## src/rtl/i2c_req_arbiter.sv

```systemverilog
// Round-robin arbiter sharing one i2c_controller between two single-byte requesters.
// Holds enable only until the controller leaves idle, then waits for ready, with timeout and gap.
module i2c_req_arbiter #(
  parameter int unsigned TIMEOUT_CYCLES = 4096,
  parameter int unsigned GAP_CYCLES     = 8
) (
  input  logic        clk,
  input  logic        rst,
  input  logic [1:0]  req,
  input  logic [1:0]  rw,
  input  logic [13:0] addr,
  input  logic [15:0] wdata,
  output logic [1:0]  grant,
  output logic [1:0]  done,
  output logic [7:0]  rdata,
  output logic        err,
  output logic        i2c_enable,
  output logic [6:0]  i2c_addr,
  output logic        i2c_rw,
  output logic [7:0]  i2c_data_in,
  input  logic        i2c_ready,
  input  logic [7:0]  i2c_data_out
);

  localparam int unsigned TO_W  = (TIMEOUT_CYCLES > 1) ? $clog2(TIMEOUT_CYCLES) : 1;
  localparam int unsigned GAP_W = (GAP_CYCLES > 1) ? $clog2(GAP_CYCLES) : 1;
  localparam logic [TO_W-1:0]  TO_LAST  = TO_W'(TIMEOUT_CYCLES - 1);
  localparam logic [GAP_W-1:0] GAP_LAST = GAP_W'(GAP_CYCLES - 1);
  localparam logic [TO_W-1:0]  TO_ONE   = TO_W'(1);
  localparam logic [GAP_W-1:0] GAP_ONE  = GAP_W'(1);

  typedef enum logic [1:0] {
    ST_IDLE   = 2'd0,
    ST_LAUNCH = 2'd1,
    ST_BUSY   = 2'd2,
    ST_GAP    = 2'd3
  } state_t;

  state_t            state_r, state_s;
  logic [1:0]        grant_r, grant_s;
  logic [1:0]        done_r, done_s;
  logic [7:0]        rdata_r, rdata_s;
  logic              err_r, err_s;
  logic              en_r, en_s;
  logic [6:0]        addr_r, addr_s;
  logic              rw_r, rw_s;
  logic [7:0]        data_r, data_s;
  logic              last_r, last_s;
  logic [TO_W-1:0]   to_cnt_r, to_cnt_s;
  logic [GAP_W-1:0]  gap_cnt_r, gap_cnt_s;
  logic              win_s;

  // Next-state and next-output logic; every output is computed here and registered below.
  always_comb begin
    state_s   = state_r;
    grant_s   = grant_r;
    done_s    = 2'b00;
    rdata_s   = rdata_r;
    err_s     = 1'b0;
    en_s      = en_r;
    addr_s    = addr_r;
    rw_s      = rw_r;
    data_s    = data_r;
    last_s    = last_r;
    to_cnt_s  = to_cnt_r;
    gap_cnt_s = gap_cnt_r;
    // On a tie the port that did not win last time goes next.
    win_s     = (req == 2'b11) ? ~last_r : req[1];

    case (state_r)
      ST_IDLE: begin
        if ((req != 2'b00) && i2c_ready) begin
          grant_s  = win_s ? 2'b10 : 2'b01;
          last_s   = win_s;
          addr_s   = win_s ? addr[13:7] : addr[6:0];
          rw_s     = win_s ? rw[1] : rw[0];
          data_s   = win_s ? wdata[15:8] : wdata[7:0];
          en_s     = 1'b1;
          to_cnt_s = '0;
          state_s  = ST_LAUNCH;
        end else begin
          state_s  = ST_IDLE;
        end
      end
      ST_LAUNCH: begin
        if (to_cnt_r == TO_LAST) begin
          en_s      = 1'b0;
          done_s    = grant_r;
          err_s     = 1'b1;
          grant_s   = 2'b00;
          gap_cnt_s = '0;
          state_s   = ST_GAP;
        end else if (!i2c_ready) begin
          // Dropping enable here makes the controller stop after this byte.
          en_s      = 1'b0;
          to_cnt_s  = to_cnt_r + TO_ONE;
          state_s   = ST_BUSY;
        end else begin
          to_cnt_s  = to_cnt_r + TO_ONE;
        end
      end
      ST_BUSY: begin
        if (i2c_ready) begin
          done_s    = grant_r;
          rdata_s   = rw_r ? i2c_data_out : rdata_r;
          grant_s   = 2'b00;
          gap_cnt_s = '0;
          state_s   = ST_GAP;
        end else if (to_cnt_r == TO_LAST) begin
          en_s      = 1'b0;
          done_s    = grant_r;
          err_s     = 1'b1;
          grant_s   = 2'b00;
          gap_cnt_s = '0;
          state_s   = ST_GAP;
        end else begin
          to_cnt_s  = to_cnt_r + TO_ONE;
        end
      end
      ST_GAP: begin
        if (gap_cnt_r == GAP_LAST) begin
          state_s   = ST_IDLE;
        end else begin
          gap_cnt_s = gap_cnt_r + GAP_ONE;
        end
      end
      default: begin
        state_s = ST_IDLE;
        grant_s = 2'b00;
        en_s    = 1'b0;
      end
    endcase
  end

  // State and output registers with asynchronous active-low reset.
  always_ff @(posedge clk or negedge rst) begin
    if (!rst) begin
      state_r   <= ST_IDLE;
      grant_r   <= 2'b00;
      done_r    <= 2'b00;
      rdata_r   <= 8'h00;
      err_r     <= 1'b0;
      en_r      <= 1'b0;
      addr_r    <= 7'h00;
      rw_r      <= 1'b0;
      data_r    <= 8'h00;
      last_r    <= 1'b1;
      to_cnt_r  <= '0;
      gap_cnt_r <= '0;
    end else begin
      state_r   <= state_s;
      grant_r   <= grant_s;
      done_r    <= done_s;
      rdata_r   <= rdata_s;
      err_r     <= err_s;
      en_r      <= en_s;
      addr_r    <= addr_s;
      rw_r      <= rw_s;
      data_r    <= data_s;
      last_r    <= last_s;
      to_cnt_r  <= to_cnt_s;
      gap_cnt_r <= gap_cnt_s;
    end
  end

  assign grant       = grant_r;
  assign done        = done_r;
  assign rdata       = rdata_r;
  assign err         = err_r;
  assign i2c_enable  = en_r;
  assign i2c_addr    = addr_r;
  assign i2c_rw      = rw_r;
  assign i2c_data_in = data_r;

endmodule
```

## config.mk

```make
export PLATFORM = sky130hd
export DESIGN_NAME = i2c_req_arbiter
export DESIGN_NICKNAME = d
export VERILOG_FILES = /design/src/rtl/i2c_req_arbiter.sv
export SDC_FILE = /design/constraint.sdc
export NUM_CORES = 1
export LEC_CHECK = 0
export CAP_MARGIN = 20
export CORE_MARGIN = 2
export CORE_UTILIZATION = 42
export CTS_BUF_LIST = sky130_fd_sc_hd__clkbuf_4 sky130_fd_sc_hd__clkbuf_8 sky130_fd_sc_hd__clkbuf_16
export CTS_CLUSTER_SIZE = 24
export DETAILED_ROUTE_END_ITERATION = 10
export GPL_ROUTABILITY_DRIVEN = 0
export PLACE_DENSITY = 0.74
export REMOVE_ABC_BUFFERS = 1
export SKIP_CTS_REPAIR_TIMING = 1
export SYNTH_ARGS = -nofsm -noshare
export SYNTH_HDL_FRONTEND = slang
export SYNTH_SLANG_ARGS = --single-unit
```

## constraint.sdc

```tcl
create_clock -name clk -period 2.15 [get_ports clk]
set_clock_uncertainty 0.15 [all_clocks]
set_input_delay 0.645 -clock clk [delete_from_list [all_inputs] [get_ports clk]]
set_output_delay 0.645 -clock clk [all_outputs]
set_load 0.05 [all_outputs]
```

# Yosys cells after proc, flatten, opt, wreduce, memory -nomap -nowiden
# Index checks and enable logic that the tools add are counted.
# totals
register_bits	48
in_bits	45
output_inout_bits	30
elab_cells	76
# op_classes
addsub	2
n_eq_ne	13
muxes	36
n_bitwise	1
reduce_logical	12
# op_table
op	n
$mux 12	3
$pmux 12 s3	1
$mux 2	11
$add 12x1->12 const B	1
$eq 12x12->1 const B	1
$mux 1	10
$ne 2x2->1 const B	5
$mux 3	3
$pmux 3 s3	1
$reduce_and 3->1	3
$mux 8	1
$pmux 2 s4	1
$mux 7	1
$eq 2x2->1 const B	3
$ne 3x3->1 const B	2
$pmux 2 s3	1
$reduce_and 2->1	3
$reduce_bool 3->1	2
$reduce_and 5->1	1
$pmux 2 s2	1
$add 3x1->3 const B	1
$eq 3x3->1 const B	1
$pmux 1 s3	1
$eq 2x1->1 const B	1
other kinds (5)	5

# Depth between registers and ports, before layout
# logic_depth
depth_word	5
ltp_mapped	8
depth_no_buf	6

# Worst setup path before layout
# No wires, ideal clock.
# synth_path
path_type	reg-to-reg
from	register state_r[0]
to	register to_cnt_r[5]
setup_ns	0.126
arrival_ns	1.892
required_time_ns	1.874
setup_slack_ns	-0.019
stages_incl_launch_ff	8
n_path_buf	2
synth_period_minus_slack_ns	2.169
cell_sequence	dfrtp_1 > inv_1 > ha_1 > buf_4 > or3b_4 > a22o_1 > buf_2 > a221o_1
# synth_between
elab_chain_len	3
elab_cells_between_ends	8
classes_between	4 x eq/ne; 1 x mux; 3 x reduce/logical
# synth_lines
item	line_no	rtl
start, declared	39	state_t state_r, state_s;
start signal, assigned	151	state_r <= state_s;
$eq 2x2->1, or another cell as far along	70	case (state_r)
$ne 2x2->1 (no source line) or $reduce_bool 3->1 (tied branches)	-	
$reduce_and 3->1 (no source line)	-	
end signal, assigned	161	to_cnt_r <= to_cnt_s;
end, declared	49	logic [TO_W-1:0] to_cnt_r, to_cnt_s;
# Parallel ways exist; a longest one is shown, timed or not.
# A chain may end at the register's enable or synchronous reset.

# Final worst setup path
# layout_path
from	register state_r[1]
to	register to_cnt_r[3]
# Same word-level chain as after synthesis.

==> flow_results.xml <==
<?xml version="1.0" encoding="UTF-8"?>
<metrics>
  <group name="outcome">
    <metric name="run_status" unit="">finished, violations left</metric>
    <metric name="violations" unit="">negative setup slack</metric>
  </group>
  <group name="global_route">
    <metric name="groute.layer.met2.usage" unit="%">31.4</metric>
    <metric name="global_route.usage.met1" unit="%">26.8</metric>
    <metric name="groute.usage.overall" unit="%">20.0</metric>
    <metric name="antenna_violations_before_repair" unit="">0</metric>
    <metric name="first_global_vias" unit="">2228</metric>
    <metric name="pin_count_of_the_biggest_net_entering_global_routing" unit="">49</metric>
    <metric name="grt_most_used_layer" unit="">met2</metric>
    <metric name="globalRoute.totalOverflow" unit="">0</metric>
    <metric name="grt_pass1_wl" unit="mm">9.85</metric>
    <metric name="use_met3" unit="%">6.09</metric>
  </group>
  <group name="clock_network">
    <metric name="worstSkewPairLatency" unit="ns">0.31</metric>
    <metric name="cts.root.buffer_cell" unit="">sky130_fd_sc_hd__clkbuf_8</metric>
    <metric name="clock_transition_at_path_regs" unit="ns">0.09</metric>
    <metric name="htree_num_levels" unit="">2</metric>
    <metric name="inserted_clock_buffers" unit="">5</metric>
    <metric name="cts-root-to-sink-buffers" unit="">2</metric>
    <metric name="tritoncts" unit="">done</metric>
    <metric name="clkSinkCount" unit="">48</metric>
  </group>
  <group name="die">
    <metric name="floorplan.initialDensity" unit="%">43.0</metric>
    <metric name="design.core.area" unit="um2">5440</metric>
    <metric name="rows" unit="">27</metric>
    <metric name="number_of_top_level_design_ports" unit="">75</metric>
    <metric name="floorplan.die_area" unit="um2">6190</metric>
    <metric name="die_x" unit="um">78.7</metric>
    <metric name="die_height" unit="um">78.7</metric>
  </group>
  <group name="sta">
    <metric name="setup_viol" unit="">2</metric>
    <metric name="final_min_period_over_clock_period" unit="%">103</metric>
    <metric name="post-route-min-period" unit="ns">2.21</metric>
    <metric name="max_slew_margin" unit="%">57.0</metric>
    <metric name="final_hold_violation_count" unit="">0</metric>
    <metric name="achievable-frequency" unit="MHz">453</metric>
    <metric name="slew_viol_final" unit="">0</metric>
    <metric name="timing_worst_slew_pin_value" unit="ns">0.645</metric>
    <metric name="final.setup.tns" unit="ns">-0.0778</metric>
    <metric name="final.setup.worst_slack" unit="ns">-0.0583</metric>
    <metric name="unrepaired_setup_endpoints_after_global_routing" unit="">yes</metric>
  </group>
  <group name="worst_setup_path">
    <metric name="critPathSlowestCell" unit="">sky130_fd_sc_hd__or3b_4</metric>
    <metric name="crit_arrival" unit="ns">2.28</metric>
    <metric name="worst-endpoint-required" unit="ns">2.22</metric>
    <metric name="crit_path_start" unit="">state_r[1]$_DFFE_PN0P_</metric>
    <metric name="path_delay_family" unit="">simple AND/OR/NAND/NOR gates</metric>
    <metric name="worstPathCellList" unit="">inv_2 &gt; ha_4 &gt; buf_6 &gt; or3b_4 &gt; a22o_1 &gt; or3_1 &gt; o311ai_2</metric>
    <metric name="timing_worst_setup_path_type" unit="">reg -&gt; reg</metric>
    <metric name="critPathCaptureType" unit="">flip-flop</metric>
    <metric name="critical_path.max_stage_delay" unit="ns">0.41</metric>
    <metric name="r2r_start" unit="">state_r[1]$_DFFE_PN0P_</metric>
    <metric name="worstSetupStartpointType" unit="">flip-flop</metric>
    <metric name="critPathMaxFanout" unit="">3</metric>
    <metric name="cp.buffers_inverters" unit="">2</metric>
  </group>
  <group name="route">
    <metric name="routed_wl" unit="mm">6.07</metric>
    <metric name="drt-pass1-iter-count" unit="">6</metric>
    <metric name="dr.first_iter.drc_count" unit="">162</metric>
    <metric name="routed_wire_length_per_instance" unit="um">15.2</metric>
    <metric name="vias" unit="">2166</metric>
    <metric name="via_per_inst" unit="">5.43</metric>
    <metric name="ant_nets" unit="">0</metric>
    <metric name="route.detailed.drc" unit="">0</metric>
  </group>
  <group name="synthesis">
    <metric name="synth_seq_area_share" unit="%">51.4</metric>
    <metric name="synthesis.area" unit="um2">2340</metric>
    <metric name="post_synth.cell_area_avg" unit="um2">10.8</metric>
    <metric name="yosys_register_bits" unit="">48</metric>
    <metric name="synth.lib_cells_used.distinct" unit="">43</metric>
    <metric name="async_flop_share" unit="%">100</metric>
    <metric name="number_of_enable_type_register_cells_in_the_synthesized_netlist" unit="">0</metric>
    <metric name="synth.yosys.warnings" unit="">0</metric>
    <metric name="ys.flop_type" unit="">sky130_fd_sc_hd__dfrtp_1</metric>
    <metric name="instance_count_of_the_mapped_netlist" unit="">217</metric>
  </group>
  <group name="layout">
    <metric name="post_route_cells_drive_above_1_share" unit="%">30.9</metric>
    <metric name="insertedDiodeCount" unit="">0</metric>
    <metric name="fillers" unit="">435</metric>
    <metric name="fin_nets" unit="">378</metric>
    <metric name="area_growth_syn_to_layout" unit="%">50.0</metric>
    <metric name="finish.instance_area" unit="um2">3510</metric>
  </group>
  <group name="pwr">
    <metric name="power.leakage" unit="uW">0.00170</metric>
    <metric name="power-per-cell-area" unit="nW/um2">1620</metric>
    <metric name="worst_ir_drop_vdd" unit="uV">1040</metric>
  </group>
  <group name="place">
    <metric name="detailed_place.area" unit="um2">3270</metric>
    <metric name="dp_worst_setup_slack" unit="ns">-0.464</metric>
    <metric name="io_buffers" unit="">74</metric>
    <metric name="detailed_place_hpwl" unit="mm">4.25</metric>
  </group>
  <group name="hold_path">
    <metric name="hold_path.class" unit="">in -&gt; async</metric>
  </group>
  <group name="flow_run">
    <metric name="total_of_max_cap_violations" unit="">0</metric>
  </group>
</metrics>
-- cell usage after synthesis (2+ instances only) --
master,number,area (um2)
sky130_fd_sc_hd__nor2b_1,3,18.8
sky130_fd_sc_hd__o21ai_1,2,10.0
sky130_fd_sc_hd__nor2_1,6,22.5
sky130_fd_sc_hd__nand3_1,10,50.1
sky130_fd_sc_hd__o2bb2ai_1,2,17.5
sky130_fd_sc_hd__mux2_2,10,113
sky130_fd_sc_hd__nor3_1,4,20.0
sky130_fd_sc_hd__inv_1,25,93.8
sky130_fd_sc_hd__nand2b_1,2,12.5
sky130_fd_sc_hd__a21oi_1,7,35.0
sky130_fd_sc_hd__clkbuf_1,5,18.8
sky130_fd_sc_hd__a222oi_1,16,160
sky130_fd_sc_hd__dfrtp_1,47,1180
sky130_fd_sc_hd__a221o_1,2,20.0
sky130_fd_sc_hd__and3_1,6,37.5
sky130_fd_sc_hd__a31oi_1,3,18.8
sky130_fd_sc_hd__nand2_1,14,52.6
sky130_fd_sc_hd__buf_2,7,35.0
sky130_fd_sc_hd__o311ai_1,2,17.5
sky130_fd_sc_hd__a2bb2oi_1,3,26.3
sky130_fd_sc_hd__a21o_1,2,15.0
sky130_fd_sc_hd__o211ai_1,2,15.0
sky130_fd_sc_hd__o21ai_0,3,15.0
sky130_fd_sc_hd__a41oi_1,2,17.5
sky130_fd_sc_hd__a22o_1,3,26.3
sky130_fd_sc_hd__ha_1,7,87.6
sky130_fd_sc_hd__nand4_1,4,25.0
sky130_fd_sc_hd__and4_1,3,26.3
-- flip-flops by register name, summed over array words and instances, names as in the netlist, 2 cells and up --
name,flops
state_r,2
i2c_addr,7
gap_cnt_r,3
i2c_data_in,8
to_cnt_r,12
rdata,8
grant,2
done,2
-- power by group --
group          switching, uW  internal, uW
combinational           2020          1550
sequential               252          1280
clock                    307           274
total                   2580          3100
-- routing by layer --
metal | up-vias | routed length (um)
li1 | 1031 | -
met1 | 1037 | 2690
met5 | - | 0
met2 | 92 | 2810
met3 | 6 | 498
met4 | 0 | 74
-- through the flow --
stage,power [uW],cells,utilization [%],hold slack (ns)
2_1_floorplan,3560,204,-,0.199
3_3_place_gp,4710,378,60.0,0.313
3_5_place_dp,4790,378,60.0,0.316
4_1_cts,5380,386,61.8,0.169
5_1_grt,6040,399,64.6,0.183
6_report,5690,399,64.6,0.151
-- cells by family after synthesis --
kind of cell               after synthesis  share of synthesized area, %
DFF                                     48                          51.4
AOI/OAI and AO/OA                       58                          20.6
adders and majority gates                7                          3.74
and+or+nand+nor                         55                          12.5
muxes                                   11                          5.24
buffers and inverters                   38                          6.63
-- layout make-up --
type                            instances  area (um2)  share of cell area [%]
Clock buffer                            7        90.1                    2.57
Inverter                               25        93.8                    2.67
Multi-Input combinational cell        131        1010                    28.9
Clock inverter                          1        7.51                   0.214
Timing Repair Buffer                  115        1010                    28.9
Tap cell                               72        90.1                    2.57
Sequential cell                        48        1200                    34.2
-- cells in the final DEF, fill, tap and decap left out, types with 3 or more instances in the layout --
cell type / Yosys / final
sky130_fd_sc_hd__and3_1: 6 / 6
sky130_fd_sc_hd__nand2_1: 14 / 14
sky130_fd_sc_hd__nor2b_1: 3 / 3
sky130_fd_sc_hd__o21ai_0: 3 / 3
sky130_fd_sc_hd__buf_6: 0 / 4
sky130_fd_sc_hd__a31oi_1: 3 / 3
sky130_fd_sc_hd__a22o_1: 3 / 3
sky130_fd_sc_hd__nand3_1: 10 / 10
sky130_fd_sc_hd__nand4_1: 4 / 4
sky130_fd_sc_hd__nor2_1: 6 / 5
sky130_fd_sc_hd__a222oi_1: 16 / 16
sky130_fd_sc_hd__buf_4: 1 / 64
sky130_fd_sc_hd__inv_1: 25 / 23
sky130_fd_sc_hd__ha_1: 7 / 5
sky130_fd_sc_hd__mux2_2: 10 / 10
sky130_fd_sc_hd__clkbuf_8: 0 / 6
sky130_fd_sc_hd__and4_1: 3 / 3
sky130_fd_sc_hd__dlymetal6s2s_1: 0 / 3
sky130_fd_sc_hd__nor3_1: 4 / 4
sky130_fd_sc_hd__clkdlybuf4s50_1: 0 / 40
sky130_fd_sc_hd__dfrtp_1: 47 / 47
sky130_fd_sc_hd__a21oi_1: 7 / 7
-- final timing paths --
path	to	slack, ns	cells after the start
max reg2reg	to_cnt_r[3]$_DFFE_PN0P_	-0.06	7
min	state_r[1]$_DFFE_PN0P_	0.15	2
min reg2reg	last_r$_DFFE_PN1P_	0.33	2
max	to_cnt_r[3]$_DFFE_PN0P_	-0.06	7
min in group clk	last_r$_DFFE_PN1P_	0.33	2
max in group asynchronous	last_r$_DFFE_PN1P_	1.41	2
Power figures use the tool's default switching activity.
